[src/rtl/midi_in_receiver.sv]
// MIDI serial input receiver: 8N1, LSB first, idle-high line oversampled on sys_clk.
// Each good frame updates data_rx/is_command and pulses new_byte_strobe for one cycle.
module midi_in_receiver #(
  parameter int BYTE_W          = 8,
  parameter int MIDI_BAUD       = 31250,
  parameter int MIDI_FRAME_SIZE = 10,
  parameter int SYSCLK_F        = 48000000
) (
  input  logic              sys_clk,
  input  logic              rst_n,
  input  logic              MIDI_IN,
  output logic [BYTE_W-1:0] data_rx,
  output logic              is_command,
  output logic              new_byte_strobe
);

  localparam int CLKS_PER_BIT = SYSCLK_F / MIDI_BAUD;
  localparam int HALF_BIT     = CLKS_PER_BIT / 2;
  localparam int CNT_W        = $clog2(CLKS_PER_BIT) + 1;
  localparam int DATA_BITS    = MIDI_FRAME_SIZE - 2;
  localparam int BIT_W        = $clog2(MIDI_FRAME_SIZE);

  typedef enum logic [2:0] {
    IDLE,
    START,
    DATA,
    STOP,
    WAIT_IDLE
  } state_t;

  state_t             state_q, state_d;
  logic [1:0]         sync_q;
  logic [CNT_W-1:0]   cnt_q, cnt_d;
  logic [BIT_W-1:0]   bit_q, bit_d;
  logic [BYTE_W-1:0]  shift_q, shift_d;
  logic [BYTE_W-1:0]  data_q, data_d;
  logic               cmd_q, cmd_d;
  logic               stb_q, stb_d;
  logic               line;

  // Two-flop synchronizer, resets to idle-high so reset release never looks like a start bit.
  always_ff @(posedge sys_clk or negedge rst_n) begin
    if (!rst_n) sync_q <= 2'b11;
    else        sync_q <= {sync_q[0], MIDI_IN};
  end

  assign line = sync_q[1];

  always_ff @(posedge sys_clk or negedge rst_n) begin
    if (!rst_n) begin
      state_q <= IDLE;
      cnt_q   <= '0;
      bit_q   <= '0;
      shift_q <= '0;
      data_q  <= '0;
      cmd_q   <= 1'b0;
      stb_q   <= 1'b0;
    end else begin
      state_q <= state_d;
      cnt_q   <= cnt_d;
      bit_q   <= bit_d;
      shift_q <= shift_d;
      data_q  <= data_d;
      cmd_q   <= cmd_d;
      stb_q   <= stb_d;
    end
  end

  always_comb begin
    state_d = state_q;
    cnt_d   = cnt_q + CNT_W'(1);
    bit_d   = bit_q;
    shift_d = shift_q;
    data_d  = data_q;
    cmd_d   = cmd_q;
    stb_d   = 1'b0;
    unique case (state_q)
      IDLE: begin
        cnt_d = '0;
        if (!line) state_d = START;
      end
      START: begin
        // Re-check the start bit at its centre; a short low pulse is dropped here.
        if (cnt_q == CNT_W'(HALF_BIT - 1)) begin
          cnt_d   = '0;
          bit_d   = '0;
          state_d = line ? IDLE : DATA;
        end
      end
      DATA: begin
        if (cnt_q == CNT_W'(CLKS_PER_BIT - 1)) begin
          cnt_d   = '0;
          shift_d = {line, shift_q[BYTE_W-1:1]};
          bit_d   = bit_q + BIT_W'(1);
          if (bit_q == BIT_W'(DATA_BITS - 1)) state_d = STOP;
        end
      end
      STOP: begin
        // Leave at stop-bit centre so a following start bit with no gap is caught.
        if (cnt_q == CNT_W'(CLKS_PER_BIT - 1)) begin
          cnt_d = '0;
          if (line) begin
            data_d  = shift_q;
            cmd_d   = shift_q[BYTE_W-1];
            stb_d   = 1'b1;
            state_d = IDLE;
          end else begin
            state_d = WAIT_IDLE;
          end
        end
      end
      WAIT_IDLE: begin
        cnt_d = '0;
        if (line) state_d = IDLE;
      end
      default: begin
        cnt_d   = '0;
        state_d = IDLE;
      end
    endcase
  end

  assign data_rx         = data_q;
  assign is_command      = cmd_q;
  assign new_byte_strobe = stb_q;

endmodule

[config.mk]
export PLATFORM = sky130hd
export DESIGN_NAME = midi_in_receiver
export DESIGN_NICKNAME = d
export VERILOG_FILES = /design/src/rtl/midi_in_receiver.sv
export SDC_FILE = /design/constraint.sdc
export NUM_CORES = 1
export LEC_CHECK = 0
export ABC_CLOCK_PERIOD_IN_PS = 2000
export CAP_MARGIN = 10
export CORE_ASPECT_RATIO = 0.8
export CORE_MARGIN = 2
export CORE_UTILIZATION = 55
export CTS_CLUSTER_DIAMETER = 30
export DETAILED_ROUTE_END_ITERATION = 8
export HOLD_SLACK_MARGIN = 0.12
export PLACE_DENSITY = 0.77
export SLEW_MARGIN = 15
export SYNTH_ARGS = -nofsm -noshare
export SYNTH_HDL_FRONTEND = slang
export SYNTH_SLANG_ARGS = --single-unit
[constraint.sdc]
create_clock -name sys_clk -period 2 [get_ports sys_clk]
set_input_delay 0.4 -clock sys_clk [delete_from_list [all_inputs] [get_ports sys_clk]]
set_output_delay 0.4 -clock sys_clk [all_outputs]
set_load 0.01 [all_outputs]
; ---- After elaboration in Yosys (flattened, before gate mapping)
; Cells that the tools add are included.
; Widths: inputs -> output; s select.
[word_totals]
register_bits = 39
out_inout_bits = 10
wordCells = 48
[classes]
n_addsub = 2
n_eq_ne = 13
mux = 18
reduce_logical = 7
[ops]
columns = operator, count
row1 = $mux 12, 2
row2 = $pmux 12 s2, 1
row3 = $mux 3, 7
row4 = $pmux 3 s5, 1
row5 = $add 12x1->12 const B, 1
row6 = $eq 12x10->1 const B, 1
row7 = $eq 12x11->1 const B, 1
row8 = $ne 2x2->1 const B, 6
row9 = $mux 4, 2
row10 = $pmux 4 s2, 1
row11 = $eq 3x2->1 const B, 2
row12 = $reduce_and 3->1, 2
row13 = $reduce_and 6->1, 1
row14 = $add 4x1->4 const B, 1
row15 = $eq 4x3->1 const B, 1
row16 = $eq 3x1->1 const B, 1
row17 = $eq 3x3->1 const B, 1
row18 = $logic_not 3->1, 1
row19 = $mux 1, 3
row20 = $mux 2, 1
row21 = $reduce_and 2->1, 1
row22 = $reduce_bool 2->1, 1
row23 = $reduce_or 2->1, 1

; ---- Logic depth before layout (Yosys ltp)
[depth]
ltp_word = 4
ltp_mapped = 6

; ---- Worst setup path before layout
; No wires, ideal clock.
[synth_path]
kind = flip-flop to flip-flop
startpoint = register cnt_q[0]
endpoint = register shift_q[0]
setup_time_ps = 125
arrival_time_ps = 1573
required_ps = 1875
path_slack_ps = 302
path_stages_with_launch = 6
synth_period_minus_slack_ps = 1698
path_cell_list = dfrtp_1 > ha_1 > nand3b_1 > nor4_4 > buf_6 > mux2_2
[synth_via]
elab_chain_len = 2
[synth_rtl]
columns = item, line
row1 = "start, declared", 33  ; logic [CNT_W-1:0] cnt_q, cnt_d;
row2 = "start signal, assigned", 60  ; cnt_q <= cnt_d;
row3 = $eq 12x11->1, 91  ; if (cnt_q == CNT_W'(CLKS_PER_BIT - 1)) begin
row4 = $reduce_and 2->1 (no source line), --
row5 = "end signal, assigned", 62  ; shift_q <= shift_d;
row6 = "end, declared", 35  ; logic [BYTE_W-1:0] shift_q, shift_d;
; Every way passes these cells.
; A chain may end at the register's enable or synchronous reset.

; ---- Final worst setup path
; Ends and elaborated chain as after synthesis.

==> results_dict.tcl <==
set metrics [dict create \
    ctsHtreeMaxLevel 2 \
    post_cts.repair.setup_buffers 0 \
    max_freq_ghz 0.545 \
    cts_hold_buf 0 \
    synthTopCellsByArea "dfrtp_1 (50%), mux2_2 (10%), nor2_1 (4.2%)" \
    grt-ovfl-total 0 \
    status "complete, no violations" \
    endpoint "shift_q[0]$_DFFE_PN0P_" \
    wire_per_inst_um 15.4 \
    period_share_pct 91.7 \
    skew_ps 2.72 \
    clk_path_buf_depth 2 \
    clkPwrFrac_pct 40.6 \
    synth_edf_count 0 \
    leakagePower_uw 0.000988 \
    critPathLaunch "cnt_q[0]$_DFF_PN0_" \
    cts.sinks 38 \
    numCtsBuffers 5 \
    hold_path.class "reg -> reg" \
    p_per_area_nw_per_um2 652 \
    die_w_um 68.0 \
    fp.coreArea_um2 3110 \
    synthFlopType "dfrtp_1" \
    timing.rr.end "shift_q[0]$_DFFE_PN0P_" \
    finalSetupViolCount 0 \
    finalMaxSlewViolations 0 \
    num_rows 18 \
    setup_ws_ps 166 \
    wl_met2_um 1500 \
    synth-seq-cells 38 \
    met3_length_um 93 \
    ys_seq_area_share_pct 52.9 \
    initial_utilization_pct 58.0 \
    slew_headroom_pct 67.5 \
    combPwrFrac_pct 1.5 \
    r2r_cells 5 \
    yosys_warnings 0 \
    ant_nets 0 \
    place.port_buffers 12 \
    synth.most_common_cell "dfrtp_1" \
    cp.arrival_ps 2010 \
    drtPass1Iterations 4 \
    drt_iter0_markers 109 \
    synth_top_area_share_pct 50.0 \
    nNetsFinal 169 \
    cts_tree "built" \
    cts_resized 0 \
    syn-num-nets 152 \
    syn_avg_cell_area_um2 12.3 \
    ctsRootBufferMaster "clkbuf_8" \
    final_layout_size_suffix_gt1_share_pct 23.0 \
    grt_usage_pct 20.3 \
    clkSlewWorstSetupHoldPaths_ps 70 \
    drc 0 \
    ir_worst_vdd_uv 494 \
    critPathKind "reg -> reg" \
    diodes 0 \
    fin_crit_ps 1830 \
    critPathRequiredTime_ps 2170 \
    clkLatencyLatePin_ps 290 \
    globalplace.congestion 0.910 \
    p_int_uw 1050 \
    die_h_um 55.2 \
    finalSetupTns_ps 0 \
    ys_top_cells_by_count "dfrtp_1 (36), nor2_1 (20), mux2_2 (16)" \
    io_pins 13 \
    rsz0062_at_grt "false" \
    grt_pass1_wl_um 5360 \
    cap_violations 0 \
    wirelength_met1_um 1520 \
    seqPwrFrac_pct 58.0 \
    syn_to_final_growth_pct 13.6 \
    cp-end-kind "flop" \
    async_reset_ff_share_pct 100 \
    grt_max_degree 39 \
    die_area_um2 3750 \
    syn_inst 147 \
    dp_slack_ps 174 \
    r2r-start "cnt_q[0]$_DFF_PN0_" \
    num_vias 1179 \
    tightest_slew_ps 488 \
    antenna_found_initial 0 \
    first_global_vias 1128 \
    routed_wl_um 3160 \
    p_sw_uw 281 \
    highest_layer "met4" \
    cp_max_fo 12 \
    sw_frac_of_total_pct 21.0 \
    ys_types 48 \
    dp_hpwl_um 2190 \
    syn-cell-area_um2 1800 \
    synth.largest_area_cell "dfrtp_1" \
    hold_violations 0 \
    drt-vias-per-instance 5.75 \
    critPathLaunchType "flop" \
    r2r_slack_ps 170 \
]
metrics by stage:
step	hold WS, ps	instances	area [µm²]	utilization, %	total power (µW)
global placement	349	197	1960	62.9	808
floorplan	104	147	1800	-	788
CTS	356	205	2050	65.9	1340
detailed placement	347	197	1960	62.9	809
finish	360	205	2050	65.9	1340
global route	360	205	2050	65.9	1380
sequential cells by signal, indices dropped and copies added, names as in the netlist:
| signal | count |
|---|---|
| is_command | 1 |
| shift_q | 8 |
| cnt_q | 12 |
| state_q | 3 |
| sync_q | 2 |
| bit_q | 4 |
| new_byte_strobe | 1 |
| data_rx | 7 |
power groups by stage:
| stage | clock (µW) | combinational (µW) | sequential (µW) |
|---|---|---|---|
| 6_report | 542 | 19.6 | 774 |
| 5_1_grt | 579 | 23.1 | 774 |
| 4_1_cts | 548 | 20.2 | 774 |
| 3_5_place_dp | 0 | 20.2 | 789 |
| 3_3_place_gp | 0 | 19.7 | 789 |
| 2_1_floorplan | 0 | 0.0854 | 788 |
logic make-up after synthesis:
logic type | synth area share (%)
flops | 52.9
mux | 10.6
xor+xnor | 4.86
compound gates | 5.14
simple gates | 21.9
fa+ha+maj | 1.39
buf+inv | 3.19
critical path, stage by stage (launching register included):
cell	delay, ps
dfrtp_1	400
ha_1	280
nand3b_1	210
nor4_4	240
buf_4	230
mux2_2	360
cell usage in the layout (no fill, tap or decap), types with 2 or more instances in the layout:
cell	synthesis	layout
dfrtp_1	36	36
nor2_1	20	20
mux2_2	16	16
clkdlybuf4s50_1	0	12
xnor2_1	7	7
nand3_1	6	6
clkbuf_8	0	6
nand2_1	5	5
nand4_1	4	4
buf_4	4	4
xor2_1	3	3
inv_1	3	3
nand3b_1	2	2
and3_1	2	2
a21oi_1	2	2
ha_1	2	2
dfstp_2	2	2
area by class of cell:
| type | instances | area (µm²) |
|---|---|---|
| Clock buffer | 7 | 86.3 |
| Timing Repair Buffer | 16 | 150 |
| Sequential cell | 38 | 953 |
| Fill cell | 241 | 1060 |
| Multi-Input combinational cell | 100 | 791 |
| Tap cell | 40 | 50.0 |
| Inverter | 3 | 11.3 |
| Clock inverter | 1 | 5.00 |
how the worst min path moves through the flow:
stage / start / endpoint / cells past startpoint
2_1_floorplan: rst_n / bit_q[0]$_DFFE_PN0P_ / 0
3_3_place_gp: sync_q[0]$_DFF_PN1_ / sync_q[1]$_DFF_PN1_ / 0
3_5_place_dp: sync_q[0]$_DFF_PN1_ / sync_q[1]$_DFF_PN1_ / 0
4_1_cts: sync_q[0]$_DFF_PN1_ / sync_q[1]$_DFF_PN1_ / 0
5_1_grt: sync_q[0]$_DFF_PN1_ / sync_q[1]$_DFF_PN1_ / 0
6_report: sync_q[0]$_DFF_PN1_ / sync_q[1]$_DFF_PN1_ / 0
layer usage:
layer  global-route usage (%)  vias up
li1                         -      561
met1                     27.9      597
met2                     29.8       16
met3                     5.47        5
met4                     10.0        0
met5                        0        -
Note: power is estimated with default switching activity, not from simulation.
